**config.mk**
```make
export PLATFORM = sky130hd
export DESIGN_NAME = password_lock_core
export DESIGN_NICKNAME = d
export VERILOG_FILES = /design/src/rtl/pw_lock_pkg.sv /design/src/rtl/lockout_timer.sv /design/src/rtl/password_lock_core.sv
export SDC_FILE = /design/constraint.sdc
export NUM_CORES = 1
export LEC_CHECK = 0
export ABC_CLOCK_PERIOD_IN_PS = 4680
export CAP_MARGIN = 20
export CORE_MARGIN = 4
export CORE_UTILIZATION = 55
export CTS_BUF_LIST = sky130_fd_sc_hd__clkbuf_2 sky130_fd_sc_hd__clkbuf_4 sky130_fd_sc_hd__clkbuf_8
export DETAILED_ROUTE_END_ITERATION = 8
export PLACE_DENSITY = 0.83
export SYNTH_ARGS = -nofsm -noshare
export SYNTH_HDL_FRONTEND = slang
export SYNTH_SLANG_ARGS = --single-unit
```
**constraint.sdc**
```tcl
create_clock -name CLK -period 4.68 [get_ports CLK]
set_input_delay 1.404 -clock CLK [delete_from_list [all_inputs] [get_ports CLK]]
set_output_delay 1.404 -clock CLK [all_outputs]
set_load 0.02 [all_outputs]
```
**src/rtl/pw_lock_pkg.sv**
```systemverilog
// Shared types and helpers for the serial password lock.
package pw_lock_pkg;

    typedef enum logic [1:0] {
        ST_ENTRY    = 2'd0,
        ST_ERROR    = 2'd1,
        ST_UNLOCKED = 2'd2
    } lock_state_t;

    localparam int MAX_CODE_W = 256;
    localparam int MAX_DW     = 32;

    // Extracts digit i of a packed code whose digits are dw bits wide.
    function automatic logic [MAX_DW-1:0] admin_digit(input logic [MAX_CODE_W-1:0] code,
                                                      input int i, input int dw);
        logic [MAX_CODE_W-1:0] sh;
        logic [MAX_DW-1:0]     mask;
        sh   = code >> (i * dw);
        mask = (dw >= MAX_DW) ? '1 : ((MAX_DW'(1) << dw) - MAX_DW'(1));
        return sh[MAX_DW-1:0] & mask;
    endfunction

endpackage

```
**src/rtl/lockout_timer.sv**
```systemverilog
// Lockout flag with an optional self-expiring countdown.
module lockout_timer #(
    parameter int LOCK_CYCLES = 1000
) (
    input  logic CLK,
    input  logic RST,
    input  logic load,
    input  logic clear,
    output logic active,
    output logic expire
);
    localparam int TW = (LOCK_CYCLES > 0) ? $clog2(LOCK_CYCLES + 1) : 1;
    localparam logic [TW-1:0] LOAD_VAL = TW'(LOCK_CYCLES);

    logic [TW-1:0] timer;
    logic          locked;

    always_ff @(posedge CLK or posedge RST) begin
        if (RST) begin
            timer  <= '0;
            locked <= 1'b0;
        end else if (clear) begin
            timer  <= '0;
            locked <= 1'b0;
        end else if (load) begin
            timer  <= LOAD_VAL;
            locked <= 1'b1;
        end else if (timer != '0) begin
            timer <= timer - TW'(1);
            if (timer == TW'(1))
                locked <= 1'b0;
        end
    end

    // A zero timer never reaches 1, so LOCK_CYCLES=0 holds the lock indefinitely.
    assign expire = locked && (timer == TW'(1));
    assign active = locked;

endmodule

```
**src/rtl/password_lock_core.sv**
```systemverilog
// Serial password checker: judges only after the last digit, with admin bypass and timed lockout.
module password_lock_core
    import pw_lock_pkg::*;
#(
    parameter int DIGITS      = 4,
    parameter int DIGIT_W     = 4,
    parameter int MAX_FAILS   = 3,
    parameter int LOCK_CYCLES = 1000,
    parameter logic [DIGITS*DIGIT_W-1:0] ADMIN_CODE = '0,
    localparam int AW = ($clog2(DIGITS) > 1) ? $clog2(DIGITS) : 1,
    localparam int FW = $clog2(MAX_FAILS + 1)
) (
    input  logic               CLK,
    input  logic               RST,
    input  logic               enable,
    input  logic [DIGIT_W-1:0] digit,
    input  logic [DIGIT_W-1:0] data,
    input  logic               resetLockDown,
    input  logic               relock,
    output logic [AW-1:0]      address,
    output logic               errorLight,
    output logic               unlockLight,
    output logic               lockDown,
    output logic [FW-1:0]      failCount
);
    localparam logic [AW-1:0] LAST     = AW'(DIGITS - 1);
    localparam logic [FW:0]   FAIL_LIM = (FW+1)'(MAX_FAILS);

    lock_state_t   state_q, state_d;
    logic [AW-1:0] idx_q, idx_d;
    logic          user_ok_q, user_ok_d;
    logic          admin_ok_q, admin_ok_d;
    logic [FW-1:0] fail_q, fail_d;

    logic t_load, t_clear, locked, expire;
    logic eff_locked, user_hit, admin_hit;
    logic [FW-1:0]      fail_base;
    logic [FW:0]        fail_inc;
    logic [MAX_DW-1:0]  adm_full;
    logic [DIGIT_W-1:0] adm_dig;

    lockout_timer #(.LOCK_CYCLES(LOCK_CYCLES)) u_timer (
        .CLK    (CLK),
        .RST    (RST),
        .load   (t_load),
        .clear  (t_clear),
        .active (locked),
        .expire (expire)
    );

    assign adm_full  = admin_digit(MAX_CODE_W'(ADMIN_CODE), int'(idx_q), DIGIT_W);
    assign adm_dig   = adm_full[DIGIT_W-1:0];
    assign user_hit  = user_ok_q && (digit == data);
    assign admin_hit = admin_ok_q && (digit == adm_dig);

    // Expiry on this edge is applied before the entry is judged.
    assign eff_locked = locked && !expire;
    assign fail_base  = expire ? '0 : fail_q;
    assign fail_inc   = {1'b0, fail_base} + (FW+1)'(1);

    always_comb begin
        state_d    = state_q;
        idx_d      = idx_q;
        user_ok_d  = user_ok_q;
        admin_ok_d = admin_ok_q;
        fail_d     = fail_base;
        t_load     = 1'b0;
        t_clear    = 1'b0;
        if (resetLockDown) begin
            state_d    = ST_ENTRY;
            idx_d      = '0;
            user_ok_d  = 1'b1;
            admin_ok_d = 1'b1;
            fail_d     = '0;
            t_clear    = 1'b1;
        end else if (relock && state_q == ST_UNLOCKED) begin
            state_d    = ST_ENTRY;
            idx_d      = '0;
            user_ok_d  = 1'b1;
            admin_ok_d = 1'b1;
        end else if (enable && state_q != ST_UNLOCKED) begin
            state_d = ST_ENTRY;
            if (idx_q == LAST) begin
                idx_d      = '0;
                user_ok_d  = 1'b1;
                admin_ok_d = 1'b1;
                if (admin_hit) begin
                    state_d = ST_UNLOCKED;
                    fail_d  = '0;
                    t_clear = 1'b1;
                end else if (user_hit && !eff_locked) begin
                    state_d = ST_UNLOCKED;
                    fail_d  = '0;
                end else begin
                    state_d = ST_ERROR;
                    if (!eff_locked) begin
                        if (fail_inc >= FAIL_LIM) begin
                            fail_d = FAIL_LIM[FW-1:0];
                            t_load = 1'b1;
                        end else begin
                            fail_d = fail_inc[FW-1:0];
                        end
                    end
                end
            end else begin
                idx_d      = idx_q + AW'(1);
                user_ok_d  = user_hit;
                admin_ok_d = admin_hit;
            end
        end
    end

    always_ff @(posedge CLK or posedge RST) begin
        if (RST) begin
            state_q    <= ST_ENTRY;
            idx_q      <= '0;
            user_ok_q  <= 1'b1;
            admin_ok_q <= 1'b1;
            fail_q     <= '0;
        end else begin
            state_q    <= state_d;
            idx_q      <= idx_d;
            user_ok_q  <= user_ok_d;
            admin_ok_q <= admin_ok_d;
            fail_q     <= fail_d;
        end
    end

    assign address     = (state_q == ST_UNLOCKED) ? '0 : idx_q;
    assign errorLight  = (state_q == ST_ERROR);
    assign unlockLight = (state_q == ST_UNLOCKED);
    assign lockDown    = locked;
    assign failCount   = fail_q;

endmodule

```
[After elaboration in Yosys (flattened, before gate mapping)]
Cells that the tools add are included.
Storage, ports and cells
  register bits: 19
  input bits: 13
  output and inout bits: 7
  logic and storage cells: 81
Operators by class
  add/subtract/negate cells: 3
  order comparisons: 1
  equal/unequal tests: 7
  shifts and indexed selects: 1
  muxes and demuxes: 48
  reduce and logical (&&, ||, !) cells: 14
Operator list (count)
  $mux W2: 20
  $mux W10: 3
  $mux W1: 25
  $eq A10 B1 Y1 const B: 1
  $reduce_bool A10 Y1: 1
  $sub A10 B1 Y10 const B: 1
  $reduce_bool A3 Y1: 3
  $eq A4 B4 Y1: 2
  $logic_and A1 B1 Y1: 7
  $eq A2 B2 Y1 const B: 2
  $shr A1 B4 Y4 const A: 1
  $add A2 B1 Y3 const B: 1
  $ge A3 B2 Y1 const B: 1
  $add A2 B1 Y2 const B: 1
  $eq A2 B1 Y1 const B: 1
  $logic_not A1 Y1: 2
  $ne A2 B2 Y1 const B: 1
  $reduce_and A2 Y1: 1

[Depth between registers and ports, before layout]
Gate-level depths: netlist (run 1).
  depth in word-level cells: 15
  gate-level depth with buffers: 7
  mapped depth without buffers: 7

[Modules after synthesis]
Synthesis (run 1) repeated with hierarchy kept, for this count alone.
Second synthesis, totals
  cells, all modules: 125
  area, all modules: 1172.4 µm²
By module, submodules not included
  lockout_timer: instances 1, cells an instance 67, area an instance 654.4 µm²
  password_lock_core: instances 1, cells an instance 58, area an instance 518.0 µm²

[Worst setup path after synthesis (run 1)]
No wires, ideal clock.
  path type: input port to flip-flop
  start: input port digit[0]
  end: register u_timer.timer[2]
  arrival time: 2.731 ns
  required time: 4.592 ns
  slack: 1.860 ns
  stages on the path: 6
  buffers on the path: 1
  path through: nor2b_1 -> a221o_1 -> nor4_2 -> or4b_4 -> buf_6 -> nor3b_1
Between the ends
  word-level cells in the longest chain between the ends: 11
Ends and longest elaborated chain
  from (decl): RTL line password_lock_core.sv:16  | input logic [DIGIT_W-1:0] digit,
  $eq A4 B4 Y1: RTL line password_lock_core.sv:53  | assign user_hit = user_ok_q && (digit == data);
  $logic_and A1 B1 Y1: RTL line password_lock_core.sv:53
  $logic_and A1 B1 Y1: RTL line password_lock_core.sv:91  | end else if (user_hit && !eff_locked) begin
  $mux W1: RTL line password_lock_core.sv:91
  $mux W1: RTL line password_lock_core.sv:87  | if (admin_hit) begin
  $mux W1: RTL line password_lock_core.sv:83  | if (idx_q == LAST) begin
  $mux W1: RTL line password_lock_core.sv:81  | end else if (enable && state_q != ST_UNLOCKED) begin
  $mux W1: RTL line password_lock_core.sv:76  | end else if (relock && state_q == ST_UNLOCKED) begin
  $mux W1: RTL line password_lock_core.sv:69  | if (resetLockDown) begin
  $mux W10: RTL line lockout_timer.sv:25  | end else if (load) begin
  $mux W10: RTL line lockout_timer.sv:22  | end else if (clear) begin
  to (signal assigned): RTL line lockout_timer.sv:29  | timer <= timer - TW'(1);
  to (decl): RTL line lockout_timer.sv:15  | logic [TW-1:0] timer;
Several ways; a longest one is shown, not always the timed one.
A chain may end at the register's enable or synchronous reset.

[Final worst setup path (run 1)]
  start: input port digit[3]
  end: register u_timer.timer[2]
The elaborated chain is that of the path after synthesis.

==> impl_metrics.toml, run 1 <==
[outcome]
status = "finished, final reports clean"

[grt]
grt_overflow = 0
grt_pass1_wl_um = 3940
antenna_found_initial = 0
grt_max_degree = 20
grt_use_total = 0.190
grt_pass1_vias = 952

[detailed_routing]
drt_iter0_markers = 14
wl_um = 2340
wl_per_cell_um = 13.6
detail_route.vias_per_cell = 5.54
dr.pass1.iters = 4
route.vias.total = 953
drc = 0
antenna_left = 0

[placed_design]
routabilityCongestion = 0.849
port-buffer-count = 19
hpwlAfterDp_um = 1830

[clocking]
path_clk_slew_ps = 110
cts_setup_buffers = 0
clk_path_buf_depth = 2
cts-root-buf = "clkbuf_4"
cts_tree = "built"
cts_hold_buf = 0
clkLatencyLatePin_ps = 290
cts_resized = 0
clock-sinks = 19
cts_inserted_buffers = 3
htree_levels = 1

[finish]
layout.nets = 163
area_growth_pct = 20.4
diodes = 0
drive_gt1_frac = 0.0828

[timing]
rsz0062_at_grt = "no"
timing.hold.ws_ps = 540
setup_viol = 0
slew_headroom = 0.536
final.setup.tns_ps = 0
skew_ps = 2.00
tightest_slew_ps = 695
slew_viol_final = 0
min_period_ps = 3190
max_freq_mhz = 314
hold_violations = 0
period_share = 0.682

[die]
chipWidth_um = 53.8
core-area_sq_um = 1980
pin_count = 20
dieHeight_um = 53.8
row_count = 16
start_util = 0.582
die_area_sq_um = 2890

[flow_run]
maxCapViolations = 0

[pwr]
p_per_area_nw_per_um2 = 454
p_leak_nw = 0.634
vdd_drop_max_uv = 240

[setup_path]
arrival_ps = 3400
r2r_start = "u_timer.timer[7]"
max_stage_delay_ps = 610
crit_start = "digit[3]"
path_buf_inv = 2
cpMaxStageDelayCell = "nor4_2"
critPathTopFamily = "simple AND/OR/NAND/NOR gates"
cp-start-kind = "input pin"
cp-end-kind = "register"
crit_type = "input pin to register"
crit_chain = "clkdlybuf4s50_1, inv_1, a221o_1, nor4_2, or4b_4, nor3b_1"
cp.required_ps = 4890
crit_fanout = 11

[logic_synthesis]
synth_top_cell_area_share = 0.369
synth_warnings = 0
synth_edf_count = 0
synthCells = 124
synth_seq_cells = 19
async_reset_ff_frac = 1.00
synthesis.area_sq_um = 1150
yosysTopAreaCell = "dfrtp_1"
ys_top_cells_by_area = "dfrtp_1 37%, dfstp_2 4.6%, ha_1 4.3%, xor2_1 3.8%, a21oi_1 3.5%"
yosys_most_used_dff = "dfrtp_1"
yosysUniqueCellTypes = 37
synth.avg_cell_area_sq_um = 9.30
synth_fp_nets = 141
ys_seq_area_frac = 0.414

[hold_path]
hp-class = "register to register"
min_from = "user_ok_q"
-- power by group --
part           leakage (nW)  internal, mW  switching (mW)
Clock                0.0177        0.0317          0.0486
Sequential            0.250         0.205          0.0390
Combinational         0.366         0.146           0.159
-- routing by layer --
metal | GRT usage | up-vias | routed length, um
li1 | - | 489 | -
met1 | 0.215 | 444 | 1020
met3 | 0.0277 | 2 | 65
met2 | 0.363 | 18 | 1240
met5 | 0 | - | 0
met4 | 0.0511 | 0 | 14
-- cell usage in the layout, fill, tap and decap left out, drive strengths merged --
master and n:
dfrtp 17, nor2 9, or3 2, a311oi 1, o21ai 9, nand3b 2
nor2b 2, a21oi 8, xor2 5, nor3 6, a211o 1, a221oi 1
nand2b 2, clkdlybuf4s50 19, clkinv 1, a21o 3, nand3 3, xnor2 4
a211oi 1, dfstp 2, a2bb2oi 1, inv 7, nand4 2, nand2 10
o22ai 1, nor3b 2, nor4 3, ha 4, a221o 1, and3 4
or4b 2, and2 4, o21a 1, clkbuf 3, or3b 2
-- cell families after synthesis --
kind of cell    share of synthesized area
fa+ha+maj                          0.0434
xor+xnor                           0.0683
buf+inv                            0.0369
flops                               0.414
compound gates                      0.154
simple gates                        0.283
-- synthesized netlist by cell type (2+ instances only) --
master / number
nor3b_1: 2
or4b_4: 2
ha_1: 4
a21oi_1: 8
xor2_1: 5
nor4_1: 2
or3b_1: 2
nor3_1: 6
o21ai_1: 7
dfrtp_1: 17
nand4_1: 2
dfstp_2: 2
nor2b_1: 2
nand2_1: 10
a21o_1: 3
xnor2_1: 4
nand2b_1: 2
nand3b_1: 2
inv_1: 7
nor2_1: 9
and2_1: 4
or3_4: 2
nand3_1: 3
and3_1: 4
-- final timing paths --
path,to,slack [ps],cells past startpoint
setup / recovery,u_timer.timer[2],1490,6
max in group asynchronous,u_timer.timer[0],2710,2
min in group asynchronous,state_q[1],1530,2
setup reg to reg,failCount[0],2610,4
hold / removal,user_ok_q,540,2
hold reg to reg,user_ok_q,540,2
-- cell type report --
cell class / instances / area, sq um
clock inverter: 1 / 5.00
fill: 151 / 593
clock buffer: 3 / 22.5
timing repair buffer: 19 / 190
sequential: 19 / 478
inverter: 7 / 26.3
tap: 27 / 33.8
multi-input combinational: 96 / 633
-- sequential cells by signal (all words and copies together), names as in the netlist --
name,count
u_timer.timer,10
failCount,2
idx_q,2
state_q,2
admin_ok_q,1
u_timer.active,1
user_ok_q,1
-- stage by stage --
step / utilization / cells / instance area [sq um] / setup WS, ps / power (mW)
3_3_place_gp: 0.687 / 168 / 1360 / 1300 / 0.537
2_1_floorplan: - / 124 / 1150 / 1860 / 0.478
5_1_grt: 0.701 / 172 / 1390 / 1450 / 0.678
4_1_cts: 0.701 / 172 / 1390 / 1520 / 0.629
6_report: 0.701 / 172 / 1390 / 1490 / 0.630
3_5_place_dp: 0.687 / 168 / 1360 / 1220 / 0.547
-- worst register-to-register path, stage by stage (launching register included) --
cell and delay (ps):
dfrtp_1 430, nor4_1 460, nand4_1 300, or3b_1 440, a311oi_1 330
(Power assumes the default switching activity.)
==> inputs of run 2 (changes only) <==
ABC_CLOCK_PERIOD_IN_PS = 3100   (was 4680)
CORE_UTILIZATION = 54   (was 55)
PLACE_DENSITY = 0.81   (was 0.83)
clock period = 3.1 ns   (was 4.68 ns; I/O delays follow)
==> impl_metrics.toml, run 2 (synthesis results as in run 1) <==
[timing]
slew_viol_final = 0
hold_violations = 0
final.setup.tns_ps = 0
min_period_ps = 2590
tightest_slew_ps = 699
period_share = 0.836
slew_headroom = 0.533
skew_ps = 2.99
setup_viol = 0
timing.hold.ws_ps = 541
max_freq_mhz = 386
final.setup.worst_slack_ps = 508
rsz0062_at_grt = "no"

[setup_path]
reg2reg_to = "u_timer.timer[9]"
critPathTopFamily = "buffers and inverters"
crit_fanout = 6
rrSetupSlack_ps = 1040
cp.required_ps = 2170
cp-start-kind = "register"
arrival_ps = 1660
r2r_cells = 5
crit_type = "register to output port"
r2r_start = "u_timer.timer[0]"
max_stage_delay_ps = 610
cpMaxStageDelayCell = "clkdlybuf4s50_1"
crit_chain = "nand2b_1, and2_1, clkdlybuf4s50_1"
cp-end-kind = "output port"
path_buf_inv = 1

[finish]
n_fill_cell = 161
drive_gt1_frac = 0.0890
final_area_sq_um = 1400
final_cell_mix = "19 x clkdlybuf4s50_1, 17 x dfrtp_1, 10 x nand2_1, 9 x nor2_1, 8 x a21oi_1"
regMostFlops = "u_timer.timer"
instances_no_fill = 173
area_growth_pct = 21.0
multiInputGateArea_sq_um = 633
diodes = 0
seq_area_sq_um = 478
largest_reg_flops = 10
layout.nets = 164
finish.utilization = 0.698
layout_commonest_cell = "clkdlybuf4s50_1"

[clocking]
path_clk_slew_ps = 100
cts_resized = 0
cts_hold_buf = 0
htree_levels = 1
cts-root-buf = "clkbuf_4"
clk_path_buf_depth = 2
cts_tree = "built"
clock-sinks = 19
cts_setup_buffers = 0
clkLatencyLatePin_ps = 290
cts_inserted_buffers = 3

[placed_design]
port-buffer-count = 19
hpwlAfterDp_um = 1940
dp_slack_ps = 274
routabilityCongestion = 0.836
placedInstanceArea_sq_um = 1370
dp_cells = 169

[detailed_routing]
dr.pass1.iters = 4
drc = 0
wl_um = 2490
detail_route.vias_per_cell = 5.85
wl_per_cell_um = 14.4
antenna_left = 0
route.vias.total = 1012
drt_iter0_markers = 41

[grt]
grt_pass1_vias = 958
grt_max_degree = 20
antenna_found_initial = 0
grt_pass1_wl_um = 4250
grt_overflow = 0
grt_use_total = 0.200

[pwr]
p_per_area_nw_per_um2 = 686
fin_total_pwr_uw = 958
p_leak_nw = 0.639
vdd_drop_max_uv = 359

[die]
chipWidth_um = 54.2
die_area_sq_um = 2940
core-area_sq_um = 2000
start_util = 0.576
dieHeight_um = 54.2
row_count = 16
pin_count = 20

[flow_run]
maxCapViolations = 0

[hold_path]
hold-path-endpoint = "state_q[0]"
whs_path_depth = 1
min_from = "state_q[0]"
hp-class = "register to register"

[outcome]
status = "finished, final reports clean"
==> run 2: cell count changes in the layout (fill, tap and decap cells not counted) <==
cell   delta
buf_4     +1
==> run 2: worst register-to-register path, delay by kind of cell (launching register included) <==
family           cells  cell delay [ps]
AO/OA/AOI/OAI        1               60
XOR/XNOR             1              200
flip-flops           1              410
AND/OR/NAND/NOR      3             1280
==> run 2: worst max-delay path by stage <==
stage               start                to  slack [ps]  cells past startpoint
6_report       state_q[0]        address[0]         510                      3
5_1_grt        state_q[0]        address[0]         440                      3
4_1_cts        state_q[0]        address[0]         510                      3
3_5_place_dp       enable  u_timer.timer[1]         270                      5
3_3_place_gp       enable  u_timer.timer[1]         340                      5
2_1_floorplan    digit[0]  u_timer.timer[2]         750                      6
==> run 2: layout make-up <==
type | instances | share of cell area
timing repair buffer | 20 | 0.142
clock buffer | 3 | 0.0161
multi-input combinational | 96 | 0.453
tap | 27 | 0.0242
clock inverter | 1 | 0.00358
sequential | 19 | 0.342
inverter | 7 | 0.0188
==> run 2: report_power, final <==
part	internal, mW	switching [mW]	total, mW	leakage (nW)
sequential	0.310	0.0575	0.367	0.250
clock	0.0480	0.0735	0.122	0.0177
combinational	0.222	0.247	0.469	0.371
==> run 2: routing by layer <==
metal,track usage,vias up,part of all wire
met4,0.0664,0,0.013
met1,0.250,490,0.42
met2,0.349,28,0.52
met3,0.0327,6,0.038
li1,-,488,-
met5,0,-,0
==> inputs of run 3 (changes only) <==
ABC_CLOCK_PERIOD_IN_PS = 2550   (was 3100)
clock period = 2.55 ns   (was 3.1 ns; I/O delays follow)
==> impl_metrics.toml, run 3 (synthesis results as in run 1) <==
[clocking]
clk_path_buf_depth = 2
cts_inserted_buffers = 3
cts_resized = 0
htree_levels = 1
path_clk_slew_ps = 110
cts-root-buf = "clkbuf_4"
clkLatencyLatePin_ps = 290
cts_tree = "built"
cts_hold_buf = 0
cts_setup_buffers = 0
clock-sinks = 19

[timing]
skew_ps = 5.76
hold_violations = 0
max_freq_mhz = 412
rsz0062_at_grt = "no"
slew_viol_final = 0
slew_headroom = 0.533
period_share = 0.952
min_period_ps = 2430
tightest_slew_ps = 699
timing.hold.ws_ps = 545
setup_viol = 0

[finish]
area_growth_pct = 24.3
regMostFlops = "u_timer.timer"
n_fill_cell = 165
layout.nets = 169
finish.utilization = 0.716
diodes = 0
layout_commonest_cell = "clkdlybuf4s50_1"
largest_reg_flops = 10
final_cell_mix = "19 x clkdlybuf4s50_1, 17 x dfrtp_1, 10 x nand2_1, 9 x nor2_1, 8 x a21oi_1"
final_area_sq_um = 1430
drive_gt1_frac = 0.119

[setup_path]
cpMaxStageDelayCell = "clkdlybuf4s50_1"
cp-end-kind = "output port"
max_stage_delay_ps = 610
crit_chain = "nand2b_1, inv_1, clkdlybuf4s50_1"
reg2reg_to = "u_timer.timer[9]"
r2r_cells = 5
rrSetupSlack_ps = 470
crit_fanout = 6
crit_type = "register to output port"
r2r_start = "u_timer.timer[0]"
arrival_ps = 1660
cp.required_ps = 1790
cp-start-kind = "register"

[flow_run]
maxCapViolations = 0

[detailed_routing]
dr.pass1.iters = 4
drt_iter0_markers = 11
route.vias.total = 990
wl_per_cell_um = 13.5
detail_route.vias_per_cell = 5.56
antenna_left = 0
wl_um = 2400
drc = 0

[placed_design]
hpwlAfterDp_um = 1910
port-buffer-count = 19
routabilityCongestion = 0.792
placedInstanceArea_sq_um = 1410

[grt]
grt_overflow = 0
grt_pass1_vias = 1009
grt_pass1_wl_um = 4280
grt_use_total = 0.202
grt_max_degree = 20
antenna_found_initial = 0

[hold_path]
hp-class = "register to register"
whs_path_depth = 2
min_from = "user_ok_q"
hold-path-endpoint = "user_ok_q"

[outcome]
status = "finished, final reports clean"

[pwr]
vdd_drop_max_uv = 424
fin_total_pwr_mw = 1.16
p_per_area_nw_per_um2 = 811
p_leak_nw = 0.664

[die]
start_util = 0.576
dieHeight_um = 54.2
core-area_sq_um = 2000
die_area_sq_um = 2940
chipWidth_um = 54.2
pin_count = 20
row_count = 16
## run 3: changes by cell type in the layout (fill, tap and decap cells not counted)
cell | before | now
buf_4 | 1 | 6
## run 3: worst max path at each step
stage | start | end | slack [ps] | depth (start not counted)
3_5_place_dp | digit[0] | u_timer.timer[1] | -30 | 6
5_1_grt | state_q[1] | address[0] | 40 | 3
2_1_floorplan | digit[0] | u_timer.timer[2] | 370 | 6
4_1_cts | state_q[0] | unlockLight | 110 | 3
6_report | state_q[0] | unlockLight | 120 | 3
3_3_place_gp | digit[0] | u_timer.timer[0] | 9 | 6
## run 3: metrics by stage
| stage | instances | worst slack (ps) | setup TNS [ps] |
|---|---|---|---|
| 6_report | 178 | 123 | 0 |
| 2_1_floorplan | 124 | 369 | 0 |
| 3_3_place_gp | 174 | 9.23 | 0 |
| 4_1_cts | 178 | 112 | 0 |
| 5_1_grt | 178 | 41.8 | 0 |
| 3_5_place_dp | 174 | -31.8 | -99.5 |
## run 3: layout make-up
class / instances / area, sq um / area share
Multi-Input combinational cell: 96 / 633 / 0.442
Sequential cell: 19 / 478 / 0.333
Timing Repair Buffer: 25 / 235 / 0.164
Tap cell: 27 / 33.8 / 0.0236
Inverter: 7 / 26.3 / 0.0183
Clock buffer: 3 / 22.5 / 0.0157
Clock inverter: 1 / 5.00 / 0.00349
## run 3: report_power, final
part	internal [mW]	total (mW)	switching, mW	leakage, nW
registers	0.376	0.447	0.0705	0.250
clock network	0.0584	0.150	0.0912	0.0177
logic	0.272	0.566	0.294	0.397
## run 3: metal layers
layer	global-route usage	up-vias	share of wire
met1	0.233	462	0.44
met5	0	-	0
li1	-	501	-
met4	0.0664	0	0.0050
met2	0.375	25	0.52
met3	0.0354	2	0.038
## run 3: worst max-delay path: cells and delay by family, from the launching register on
family	cells	cell delay, ps
simple gates	1	220
buf+inv	2	730
flops	1	420
